`src/rtl/uart_hub_pkg.sv`:
```
// Shared definitions for the UART receive hub.
//   - Register offsets within a channel's 4-word window.
//   - Bit positions inside the STATUS, DATA and IRQ_EN words.
//   - Receiver FSM state encoding.
package uart_hub_pkg;

   localparam logic [1:0] REG_DATA   = 2'd0;
   localparam logic [1:0] REG_STATUS = 2'd1;
   localparam logic [1:0] REG_DIV    = 2'd2;
   localparam logic [1:0] REG_IRQEN  = 2'd3;

   localparam int unsigned DATA_VALID  = 8;
   localparam int unsigned ST_OVERRUN  = 16;
   localparam int unsigned ST_FRAMING  = 17;
   localparam int unsigned ST_BUSY     = 18;
   localparam int unsigned IRQEN_NEMPTY = 0;
   localparam int unsigned IRQEN_ERR    = 1;

   typedef enum logic [1:0] {
      StIdle,
      StStart,
      StData,
      StStop
   } rx_state_e;

endpackage

```
`src/rtl/uart_rx_chan.sv`:
```
// One UART receive channel: 2-FF synchroniser, baud tick generator, 16x oversampling
// 8N1 receiver FSM, receive FIFO, sticky error flags, divisor and IRQ enable registers.
// Ports:
//   clk, reset_n   clock and asynchronous active-low reset
//   rxd            serial input, idle high, asynchronous
//   wr_div         write strobe for the divisor register (wdata[DIV_W-1:0])
//   wr_irqen       write strobe for the IRQ enable register (wdata[1:0])
//   wr_status      write strobe for STATUS; bits 16/17 of wdata clear overrun/framing
//   wdata          bus write data
//   pop_req        DATA read strobe; pops the FIFO when non-empty
//   head           byte at the FIFO head
//   empty, count   FIFO occupancy
//   overrun, framing sticky error flags
//   busy           receiver not idle
//   div, irq_en    register contents
//   irq_req        this channel's interrupt request
module uart_rx_chan
   import uart_hub_pkg::*;
#(
   parameter int unsigned FIFO_DEPTH  = 16,
   parameter int unsigned DEFAULT_DIV = 27,
   parameter int unsigned DIV_W       = 16,
   localparam int unsigned AW         = $clog2(FIFO_DEPTH),
   localparam int unsigned CNT_W      = $clog2(FIFO_DEPTH) + 1
) (
   input  logic             clk,
   input  logic             reset_n,
   input  logic             rxd,
   input  logic             wr_div,
   input  logic             wr_irqen,
   input  logic             wr_status,
   input  logic [31:0]      wdata,
   input  logic             pop_req,
   output logic [7:0]       head,
   output logic             empty,
   output logic [CNT_W-1:0] count,
   output logic             overrun,
   output logic             framing,
   output logic             busy,
   output logic [DIV_W-1:0] div,
   output logic [1:0]       irq_en,
   output logic             irq_req
);

   logic unused_wdata;
   assign unused_wdata = ^wdata;

   // Synchroniser
   logic sync1_q, rxd_s;

   always_ff @(posedge clk or negedge reset_n) begin
      if (!reset_n) begin
         sync1_q <= 1'b1;
         rxd_s   <= 1'b1;
      end else begin
         sync1_q <= rxd;
         rxd_s   <= sync1_q;
      end
   end

   // Registers
   logic [DIV_W-1:0] div_q, div_act_q;
   logic [1:0]       irq_en_q;

   always_ff @(posedge clk or negedge reset_n) begin
      if (!reset_n) begin
         div_q    <= DIV_W'(DEFAULT_DIV);
         irq_en_q <= 2'b00;
      end else begin
         if (wr_div)   div_q    <= wdata[DIV_W-1:0];
         if (wr_irqen) irq_en_q <= wdata[1:0];
      end
   end

   // Receiver FSM and tick generator
   rx_state_e        state_q, state_d;
   logic [DIV_W-1:0] tcnt_q, tcnt_d, div_eff;
   logic [3:0]       scnt_q, scnt_d;
   logic [2:0]       bitn_q, bitn_d;
   logic [7:0]       shift_q, shift_d;
   logic             tick, push, frame_err;

   // The active divisor follows the register only while idle, so a mid-frame write
   // cannot disturb the frame in flight.
   assign div_eff = (div_act_q == '0) ? DIV_W'(1) : div_act_q;
   assign tick    = (tcnt_q == div_eff - DIV_W'(1));

   always_comb begin
      state_d   = state_q;
      scnt_d    = scnt_q;
      bitn_d    = bitn_q;
      shift_d   = shift_q;
      push      = 1'b0;
      frame_err = 1'b0;
      // Tick counter held cleared while idle, so START begins a fresh count.
      tcnt_d    = (state_q == StIdle) ? '0 : (tick ? '0 : tcnt_q + DIV_W'(1));

      unique case (state_q)
         StIdle: begin
            if (!rxd_s) begin
               state_d = StStart;
               scnt_d  = 4'd0;
            end
         end
         StStart: begin
            if (tick) begin
               if (scnt_q == 4'd7) begin
                  scnt_d  = 4'd0;
                  bitn_d  = 3'd0;
                  state_d = rxd_s ? StIdle : StData;
               end else begin
                  scnt_d = scnt_q + 4'd1;
               end
            end
         end
         StData: begin
            if (tick) begin
               scnt_d = scnt_q + 4'd1;
               if (scnt_q == 4'd15) begin
                  shift_d = {rxd_s, shift_q[7:1]};
                  bitn_d  = bitn_q + 3'd1;
                  if (bitn_q == 3'd7) state_d = StStop;
               end
            end
         end
         StStop: begin
            if (tick) begin
               scnt_d = scnt_q + 4'd1;
               if (scnt_q == 4'd15) begin
                  state_d   = StIdle;
                  push      = rxd_s;
                  frame_err = ~rxd_s;
               end
            end
         end
         default: state_d = StIdle;
      endcase
   end

   always_ff @(posedge clk or negedge reset_n) begin
      if (!reset_n) begin
         state_q   <= StIdle;
         tcnt_q    <= '0;
         scnt_q    <= '0;
         bitn_q    <= '0;
         shift_q   <= '0;
         div_act_q <= DIV_W'(DEFAULT_DIV);
      end else begin
         state_q   <= state_d;
         tcnt_q    <= tcnt_d;
         scnt_q    <= scnt_d;
         bitn_q    <= bitn_d;
         shift_q   <= shift_d;
         if (state_q == StIdle) div_act_q <= div_q;
      end
   end

   // FIFO
   logic [7:0]       mem_q [FIFO_DEPTH];
   logic [AW-1:0]    wr_ptr_q, rd_ptr_q;
   logic [CNT_W-1:0] count_q, count_d;
   logic             full, pop, push_ok, ovr_set;

   assign empty   = (count_q == '0);
   assign full    = (count_q == CNT_W'(FIFO_DEPTH));
   assign pop     = pop_req & ~empty;
   // A pop in the same cycle frees the slot, so a push while full is still accepted.
   assign push_ok = push & (~full | pop);
   assign ovr_set = push & full & ~pop;

   always_comb begin
      count_d = count_q;
      if (push_ok && !pop)      count_d = count_q + CNT_W'(1);
      else if (!push_ok && pop) count_d = count_q - CNT_W'(1);
   end

   always_ff @(posedge clk) begin
      if (push_ok) mem_q[wr_ptr_q] <= shift_q;
   end

   always_ff @(posedge clk or negedge reset_n) begin
      if (!reset_n) begin
         wr_ptr_q <= '0;
         rd_ptr_q <= '0;
         count_q  <= '0;
      end else begin
         if (push_ok) wr_ptr_q <= wr_ptr_q + AW'(1);
         if (pop)     rd_ptr_q <= rd_ptr_q + AW'(1);
         count_q <= count_d;
      end
   end

   // Sticky flags: a set in the same cycle as a W1C wins.
   logic overrun_q, framing_q;

   always_ff @(posedge clk or negedge reset_n) begin
      if (!reset_n) begin
         overrun_q <= 1'b0;
         framing_q <= 1'b0;
      end else begin
         if (ovr_set)                            overrun_q <= 1'b1;
         else if (wr_status && wdata[ST_OVERRUN]) overrun_q <= 1'b0;
         if (frame_err)                          framing_q <= 1'b1;
         else if (wr_status && wdata[ST_FRAMING]) framing_q <= 1'b0;
      end
   end

   assign head    = mem_q[rd_ptr_q];
   assign count   = count_q;
   assign overrun = overrun_q;
   assign framing = framing_q;
   assign busy    = (state_q != StIdle);
   assign div     = div_q;
   assign irq_en  = irq_en_q;
   assign irq_req = (irq_en_q[IRQEN_NEMPTY] & ~empty) |
                    (irq_en_q[IRQEN_ERR] & (overrun_q | framing_q));

endmodule

```
`src/rtl/uart_rx_hub.sv`:
```
// N-channel UART receive hub behind one Avalon-MM slave.
// Ports:
//   clk, reset_n    clock and asynchronous active-low reset
//   rxd             per-channel serial inputs (idle high)
//   avs_address     {channel, reg}; reg 0=DATA 1=STATUS 2=DIVISOR 3=IRQ_EN
//   avs_read/write  bus strobes, avs_writedata write data
//   avs_readdata    registered read data, valid the cycle after avs_read
//   irq             registered OR of all channel interrupt requests
module uart_rx_hub
   import uart_hub_pkg::*;
#(
   parameter int unsigned NCHAN       = 2,
   parameter int unsigned FIFO_DEPTH  = 16,
   parameter int unsigned DEFAULT_DIV = 27,
   parameter int unsigned DIV_W       = 16,
   localparam int unsigned AW         = $clog2(NCHAN) + 2,
   localparam int unsigned CNT_W      = $clog2(FIFO_DEPTH) + 1
) (
   input  logic             clk,
   input  logic             reset_n,
   input  logic [NCHAN-1:0] rxd,
   input  logic [AW-1:0]    avs_address,
   input  logic             avs_read,
   input  logic             avs_write,
   input  logic [31:0]      avs_writedata,
   output logic [31:0]      avs_readdata,
   output logic             irq
);

   logic [31:0] chan_idx;
   logic [1:0]  reg_sel;
   logic        chan_ok;

   if (NCHAN > 1) begin : g_chan_idx
      assign chan_idx = {{(32 - (AW - 2)){1'b0}}, avs_address[AW-1:2]};
   end else begin : g_chan_zero
      assign chan_idx = '0;
   end

   assign reg_sel = avs_address[1:0];
   assign chan_ok = (chan_idx < 32'(NCHAN));

   logic [NCHAN-1:0][7:0]       head;
   logic [NCHAN-1:0][CNT_W-1:0] count;
   logic [NCHAN-1:0][DIV_W-1:0] div;
   logic [NCHAN-1:0][1:0]       irq_en;
   logic [NCHAN-1:0]            empty, overrun, framing, busy, irq_req;

   for (genvar i = 0; i < NCHAN; i++) begin : g_chan
      logic sel;
      assign sel = chan_ok && (chan_idx == 32'(i));

      uart_rx_chan #(
         .FIFO_DEPTH  (FIFO_DEPTH),
         .DEFAULT_DIV (DEFAULT_DIV),
         .DIV_W       (DIV_W)
      ) u_chan (
         .clk       (clk),
         .reset_n   (reset_n),
         .rxd       (rxd[i]),
         .wr_div    (avs_write && sel && (reg_sel == REG_DIV)),
         .wr_irqen  (avs_write && sel && (reg_sel == REG_IRQEN)),
         .wr_status (avs_write && sel && (reg_sel == REG_STATUS)),
         .wdata     (avs_writedata),
         .pop_req   (avs_read && sel && (reg_sel == REG_DATA)),
         .head      (head[i]),
         .empty     (empty[i]),
         .count     (count[i]),
         .overrun   (overrun[i]),
         .framing   (framing[i]),
         .busy      (busy[i]),
         .div       (div[i]),
         .irq_en    (irq_en[i]),
         .irq_req   (irq_req[i])
      );
   end

   logic [31:0] rd_d, readdata_q;
   logic        irq_q;

   always_comb begin
      rd_d = '0;
      for (int i = 0; i < NCHAN; i++) begin
         if (chan_ok && (chan_idx == 32'(i))) begin
            unique case (reg_sel)
               REG_DATA: begin
                  if (!empty[i]) begin
                     rd_d[7:0]        = head[i];
                     rd_d[DATA_VALID] = 1'b1;
                  end
               end
               REG_STATUS: begin
                  rd_d[CNT_W-1:0]  = count[i];
                  rd_d[ST_OVERRUN] = overrun[i];
                  rd_d[ST_FRAMING] = framing[i];
                  rd_d[ST_BUSY]    = busy[i];
               end
               REG_DIV:   rd_d[DIV_W-1:0] = div[i];
               REG_IRQEN: rd_d[1:0]       = irq_en[i];
               default:   rd_d = '0;
            endcase
         end
      end
   end

   always_ff @(posedge clk or negedge reset_n) begin
      if (!reset_n) begin
         readdata_q <= '0;
         irq_q      <= 1'b0;
      end else begin
         if (avs_read) readdata_q <= rd_d;
         irq_q <= |irq_req;
      end
   end

   assign avs_readdata = readdata_q;
   assign irq          = irq_q;

endmodule
```
`config.mk`:
```
export PLATFORM = sky130hd
export DESIGN_NAME = uart_rx_hub
export DESIGN_NICKNAME = d
export VERILOG_FILES = /design/src/rtl/uart_hub_pkg.sv /design/src/rtl/uart_rx_chan.sv /design/src/rtl/uart_rx_hub.sv
export SDC_FILE = /design/constraint.sdc
export NUM_CORES = 1
export LEC_CHECK = 0
export BUFFER_PORTS_ARGS = -buffer_cell sky130_fd_sc_hd__clkbuf_2
export CORE_AREA = 2 2 220 222
export CTS_BUF_LIST = sky130_fd_sc_hd__clkbuf_8
export CTS_CLUSTER_SIZE = 30
export DETAILED_ROUTE_END_ITERATION = 8
export DIE_AREA = 0 0 222 224
export PLACE_DENSITY = 0.61
export REMOVE_ABC_BUFFERS = 1
export SLEW_MARGIN = 40
export SYNTH_ARGS = -nofsm -noshare
export SYNTH_HDL_FRONTEND = slang
export SYNTH_SLANG_ARGS = --single-unit
```
`constraint.sdc`:
```
create_clock -name clk -period 5.6 [get_ports clk]
set_input_delay 0.84 -clock clk [delete_from_list [all_inputs] [get_ports clk]]
set_output_delay 0.84 -clock clk [all_outputs]
set_load 0.005 [all_outputs]
```
==> results of run 1 <==
[power breakdown]
part	switching, mW	internal (mW)	total [mW]
logic	1.42	1.40	2.82
registers	0.531	3.77	4.30
clock network	1.25	1.28	2.52
total	3.20	6.44	9.64
[cells in the final DEF (no fill, tap or decap), types with 35 or more instances in the layout]
cell type  Yosys  layout
mux4_2        67      67
nand2_1       63      63
clkbuf_2       0      45
nand3_1       40      39
o21ai_0       44      44
mux2_2        90      90
buf_4         13      38
edfxtp_1     256     256
clkbuf_8       0      78
inv_1         48      79
nor2_1        78      78
xnor2_1       54      54
ha_1          37      35
dfrtp_1      168     166
[metrics by stage]
stage / hold slack, ps / utilization [%]
final: 251 / 47.3
after detailed placement: 353 / 44.6
after floorplan: 345 / -
after global routing: 277 / 47.3
after global placement: 348 / 44.5
after CTS: 253 / 47.3
[state kept, by name (all words and copies together) (netlist names), named ones only]
| register | flops |
|---|---|
| g_chan.u_chan.count | 10 |
| g_chan.u_chan.tcnt_q | 32 |
| g_chan.u_chan.overrun | 2 |
| avs_readdata | 19 |
| g_chan.u_chan.rd_ptr_q | 8 |
| g_chan.u_chan.mem_q | 256 |
| g_chan.u_chan.rxd_s | 2 |
| g_chan.u_chan.div_act_q | 32 |
| g_chan.u_chan.scnt_q | 8 |
| g_chan.u_chan.state_q | 2 |
| irq | 1 |
| g_chan.u_chan.framing | 2 |
| g_chan.u_chan.wr_ptr_q | 8 |
| g_chan.u_chan.irq_en | 4 |
| g_chan.u_chan.bitn_q | 6 |
| g_chan.u_chan.shift_q | 16 |
| g_chan.u_chan.div | 32 |
| g_chan.u_chan.sync1_q | 2 |
[layer usage]
metal	part of all wire, %	vias up	GRT usage (%)
met2	48	302	28.8
met4	2.2	2	6.12
li1	-	5412	-
met5	0.026	-	0
met1	44	6010	23.6
met3	6.0	75	3.79
[cells by family (layout without fill, tap and decap cells)]
| kind of cell | Yosys count | in the layout |
|---|---|---|
| xor+xnor | 85 | 85 |
| buf+inv | 131 | 262 |
| fa+ha+maj | 39 | 39 |
| other cells | 1 | 13 |
| mux | 191 | 191 |
| compound gates | 167 | 167 |
| simple gates | 331 | 331 |
| flops | 444 | 444 |
[worst register-to-register path, stage by stage, from the launching register on]
cell and delay (ps):
dfrtp_1 480, or4_1 640, or3_1 420, nor2b_1 150, ha_1 220, nor3b_1 220, a21o_1 200, a22oi_1 150
o2111ai_1 140, nor4_1 390, nand4_1 250, nor4b_4 340, ha_1 230, inv_1 100, fa_1 410, a21o_1 170
a21oi_1 170, xnor2_1 140, nor2_1 70, xor2_1 140
[area by class of cell]
cell class                 count  area [sq um]  area share, %
multi-input combinational    826          7210           32.2
inverter                      49           184          0.821
clock inverter                51           230           1.03
tap                          615           769           3.43
sequential                   444         12400           55.4
timing repair buffer          85           536           2.39
clock buffer                  77          1060           4.73
[what timing repair did]
action | 4_1_cts | 5_1_grt
setup endpoints to repair | 0 | 1
setup buffers | 0 | 0
gates resized for setup | 0 | 1
[worst paths after layout]
path / startpoint / to / slack [ps] / cells after the start
max: g_chan[0].u_chan.div_act_q[11] / g_chan[0].u_chan.count[4] / 460 / 19
min reg2reg: g_chan[0].u_chan.sync1_q / g_chan[0].u_chan.rxd_s / 360 / 0
max in group asynchronous: reset_n / g_chan[0].u_chan.tcnt_q[11] / 4220 / 2
min in group clk: rxd[1] / g_chan[1].u_chan.sync1_q / 310 / 1
min: reset_n / g_chan[1].u_chan.tcnt_q[11] / 250 / 1
max reg2reg: g_chan[0].u_chan.div_act_q[11] / g_chan[0].u_chan.count[4] / 460 / 19
==> run_results.csv, run 1 <==
group,metric,value,unit
clock_tree,cts.sinks,444,
grt,grt_use_total,17.7,%
grt,grt_max_degree,88,
drt,viasPerCell,5.50,
synth,synth_top_family_by_area,"multiplexers",
outcome,status,"finished clean",
worst_setup_path,critPathSlowestCell,"or4_1",
drt,dr.pass1.iters,7,
floorplan,coreArea,47300,sq um
drt,avgRoutedWirePerCell,20.1,um
sta,setup_tns,0,ps
worst_setup_path,worst-path-buf-inv,1,
synth,yosysWarnings,0,
synth,synth_flop_cell,"edfxtp_1",
synth,synth_edf_count,256,
synth,ys_seq_elements,444,
synth,synthesis.area,20100,sq um
finish,final_cell_area,22400,sq um
finish,drive_gt1_share,25.8,%
synth,ys_types,78,
run,cap_viol_max_count,0,
drt,remaining_drc_errors,0,
finish,n_antenna_cell,0,
floorplan,rows,80,
power_and_ir_drop,power.leakage,9.29,nW
synth,synth_top_cells_by_area,"edfxtp_1 38%, dfrtp_1 21%, mux4_2 7.5%",
placement,place_ws,449,ps
worst_setup_path,critPathLaunchType,"flip-flop",
worst_setup_path,crit_path_end_kind,"flip-flop",
floorplan,dieArea,49700,sq um
drt,drt-initial-drc-count,920,
grt,grt_pass1_vias,11900,
worst_setup_path,crit_family,"simple AND/OR/NAND/NOR gates",
power_and_ir_drop,power,9.64,mW
synth,synth_top_cell_area_share,38.2,%
drt,totalWireLength,43100,um
clock_tree,cts_buffers,72,
synth,synth_xor_xnor_area_share,3.70,%
sta,period_needed,5140,ps
grt,overflow,0,
placement,dp_hpwl,29100,um
hold_path,min_path_type,"in2async",
grt,grt_pass1_wl,67900,um
placement,port_buffers,46,
floorplan,start_util,42.5,%
finish,nets,1558,
power_and_ir_drop,ir_drop,0.295,mV
clock_tree,clk_path_buf_depth,3,
clock_tree,path_clk_slew,60,ps
placement,gp_congestion,0.836,
clock_tree,cts_tree,"yes",
finish,fillers,4143,
worst_setup_path,max_stage_delay,630,ps
sta,tightest_slew,781,ps
sta,period_share,91.8,%
floorplan,die_w,222,um
placement,post_dp_cell_area,21100,sq um
sta,finalHoldViolations,0,
sta,slew_headroom,47.8,%
floorplan,fp.dieH,224,um
sta,rsz0062_at_grt,"no",
grt,antenna_found_initial,1,
synth,muxShareOfSynthArea,14.2,%
sta,setup_viol,0,
worst_setup_path,arrival,5640,ps
synth,synth_area_per_cell,14.5,sq um
synth,async_flop_share,42.3,%
synth,yosysTopAreaCell,"edfxtp_1",
synth,synth-simple-area-share,9.23,%
power_and_ir_drop,p_per_area,430,nW/um^2
drt,vias,11800,
synth,synth-compound-area-share,5.75,%
synth,synth_common_cells,"256 x edfxtp_1, 168 x dfrtp_1, 90 x mux2_2",
worst_setup_path,path_cells,"or4_1 -> or3_1 -> nor2b_1 -> ha_1 -> nor3b_1 -> a21o_1 -> a22oi_1 -> o2111ai_1 -> nor4_1 -> nand4_1 -> nor4b_4 -> ha_1 -> inv_1 -> fa_1 -> a21o_1 -> a21oi_1 -> xnor2_1 -> nor2_1 -> xor2_1",
worst_setup_path,crit_type,"reg2reg",
placement,dp.cells,2019,
finish,layout.cells.non_filler,2147,
worst_setup_path,crit_required,6090,ps
sta,skew,22.5,ps
clock_tree,insertion_delay,620,ps
floorplan,boundaryPins,74,
synth,synth.yosys.seq_area_share,61.7,%
drt,ant_nets,0,
clock_tree,htreeDepth,3,
synth,synthAdderAreaFrac,2.50,%
worst_setup_path,cp_max_fo,7,
sta,fin_ws,458,ps
synth,synthCells,1389,
clock_tree,hold_buffers,0,
clock_tree,cts_root_buf,"clkbuf_8",
sta,drv_slew,0,
sta,max_freq,0.194,GHz
finish,area_growth_syn_to_layout,11.4,%
synth,synthMostInstantiatedCell,"edfxtp_1",
(Power assumes the default switching activity.)
==> run 2: changes to the inputs <==
- CORE_AREA: 2 2 220 222 -> 2 2 181 183
- DIE_AREA: 0 0 222 224 -> 0 0 183 185
- PLACE_DENSITY: 0.61 -> 0.84
==> run 2 against run 1 <==
  * Critical path depth is the same
  * Worst hold slack improved by 31 ps
  * Die area is 32% lower
  * Sequential share of layout area is 0.66 points higher
  * Cell count is 10% lower
  * Fmax shrank 1.1%
  * Non-clock buffer count down 8
  * Sequential power shrank 1%
  * Flip-flop and latch count unchanged
  * Clock skew up 2.9 ps
  * Combinational power up 2%
  * Worst setup slack got worse by 58 ps
==> run_results.csv, run 2 (synthesized netlist as in run 1, its figures left out) <==
group,metric,value,unit
finish,drive_gt1_share,25.5,%
power_and_ir_drop,clkPwrFrac,26.9,%
clock_tree,htreeDepth,3,
clock_tree,cts_tree,"yes",
run,cap_viol_max_count,0,
clock_tree,insertion_delay,600,ps
worst_setup_path,crit_required,6060,ps
finish,nets,1547,
worst_setup_path,crit_type,"reg2reg",
sta,setup_tns,0,ps
worst_setup_path,crit_path_end_kind,"flip-flop",
sta,rsz0062_at_grt,"no",
finish,fillers,1975,
drt,ant_nets,0,
sta,max_freq,0.192,GHz
clock_tree,cts_resized,0,
worst_setup_path,arrival,5660,ps
drt,dr.pass1.iters,7,
sta,setup_viol,0,
grt,antenna_found_initial,2,
drt,totalWireLength,41500,um
power_and_ir_drop,switching_share,32.4,%
power_and_ir_drop,p_comb_share,29.5,%
clock_tree,cts_buffers,69,
drt,viasPerCell,6.22,
clock_tree,path_clk_slew,60,ps
grt,grt_pass1_vias,12200,
placement,dp_hpwl,28500,um
power_and_ir_drop,switching_power,3.15,mW
finish,n_antenna_cell,0,
worst_setup_path,critPathLaunchType,"flip-flop",
drt,vias,12000,
finish,largest_reg_flops,256,
finish,area_growth_syn_to_layout,10.0,%
floorplan,start_util,62.8,%
clock_tree,postCtsSetupRepairBufs,0,
sta,drv_slew,0,
sta,period_needed,5200,ps
finish,layout_commonest_cell,"edfxtp_1",
grt,grt_pass1_wl,65800,um
finish,largest_register,"g_chan.u_chan.mem_q",
power_and_ir_drop,ir_drop,0.474,mV
power_and_ir_drop,p_per_area,440,nW/um^2
finish,layout_common_cells,"256 x edfxtp_1, 166 x dfrtp_1, 90 x mux2_2",
floorplan,rows,66,
clock_tree,cts.sinks,444,
outcome,status,"finished clean",
floorplan,boundaryPins,74,
placement,gp_congestion,0.898,
grt,grt_max_degree,78,
placement,port_buffers,46,
drt,avgRoutedWirePerCell,21.5,um
sta,period_share,92.9,%
power_and_ir_drop,p_seq_share,43.6,%
floorplan,die_w,183,um
power_and_ir_drop,power.leakage,9.23,nW
hold_path,min_path_type,"in2async",
sta,hold-worst-slack,283,ps
drt,remaining_drc_errors,0,
drt,drt-initial-drc-count,1154,
worst_setup_path,cp_max_fo,6,
grt,grt_use_total,25.4,%
grt,overflow,0,
sta,finalHoldViolations,0,
floorplan,fp.dieH,185,um
clock_tree,clk_path_buf_depth,3,
sta,skew,25.4,ps
clock_tree,hold_buffers,0,
sta,tightest_slew,832,ps
floorplan,coreArea,32000,sq um
sta,slew_headroom,44.4,%
clock_tree,cts_root_buf,"clkbuf_8",
floorplan,dieArea,33900,sq um
power_and_ir_drop,p_int,6.58,mW
==> run 2: final timing paths <==
check | startpoint | endpoint | slack (ps) | cells past startpoint
max | g_chan[0].u_chan.div_act_q[5] | g_chan[0].u_chan.count[4] | 400 | 19
min in group clk | rxd[1] | g_chan[1].u_chan.sync1_q | 320 | 1
min | reset_n | g_chan[1].u_chan.state_q[0] | 280 | 1
max in group asynchronous | reset_n | g_chan[0].u_chan.rd_ptr_q[0] | 4140 | 2
min reg2reg | g_chan[0].u_chan.sync1_q | g_chan[0].u_chan.rxd_s | 350 | 0
max reg2reg | g_chan[0].u_chan.div_act_q[5] | g_chan[0].u_chan.count[4] | 400 | 19
==> run 2: layer usage <==
metal  wire (um)  vias up  part of all wire, %  track usage (%)
met5          19        -                0.046                0
met4        1480        4                  3.6             10.8
met3        2800      114                  6.7             4.95
met2       20500      468                   49             42.5
met1       16700     6020                   40             32.8
li1            -     5398                    -                -
==> run 2: final cells by class <==
| class | instances | area (sq um) | share of cell area [%] |
|---|---|---|---|
| Sequential cell | 444 | 12400 | 56.1 |
| Timing Repair Buffer | 77 | 475 | 2.15 |
| Tap cell | 408 | 510 | 2.31 |
| Inverter | 49 | 184 | 0.831 |
| Clock inverter | 44 | 243 | 1.10 |
| Clock buffer | 81 | 1110 | 5.04 |
| Multi-Input combinational cell | 826 | 7190 | 32.5 |
==> run 2: critical path: stages (launching register included) <==
cell and delay (ps):
dfrtp_1 450, nor4_2 520, nand3_1 180, or3_1 380, nor2b_1 160, ha_1 300
xnor2_1 130, a211oi_1 290, o2111ai_1 170, nor4_1 380, nand4_1 260, nor4b_4 390
ha_1 240, inv_1 110, fa_1 410, a21o_1 180, a21oi_1 180, xnor2_1 140
nor2_1 70, xor2_1 140
==> run 2: per-stage QoR <==
step / std cells / utilization, % / total power [mW] / instance area, sq um / worst slack, ps
CTS: 1929 / 69.1 / 9.78 / 22100 / 440
global placement: 1804 / 64.8 / 7.04 / 20800 / 591
finish: 1929 / 69.1 / 9.73 / 22100 / 399
global route: 1929 / 69.1 / 10.3 / 22100 / 66.2
detailed placement: 1804 / 64.8 / 7.14 / 20800 / 465
floorplan: 1319 / - / 6.43 / 19800 / 511
==> run 2: power by group through the flow <==
| stage | clock network, mW | registers (mW) | logic [mW] |
|---|---|---|---|
| after CTS | 2.68 | 4.25 | 2.85 |
| after global placement | 0 | 4.29 | 2.75 |
| final | 2.62 | 4.25 | 2.87 |
| after floorplan | 0 | 4.27 | 2.16 |
| after global routing | 2.82 | 4.30 | 3.14 |
| after detailed placement | 0 | 4.31 | 2.84 |
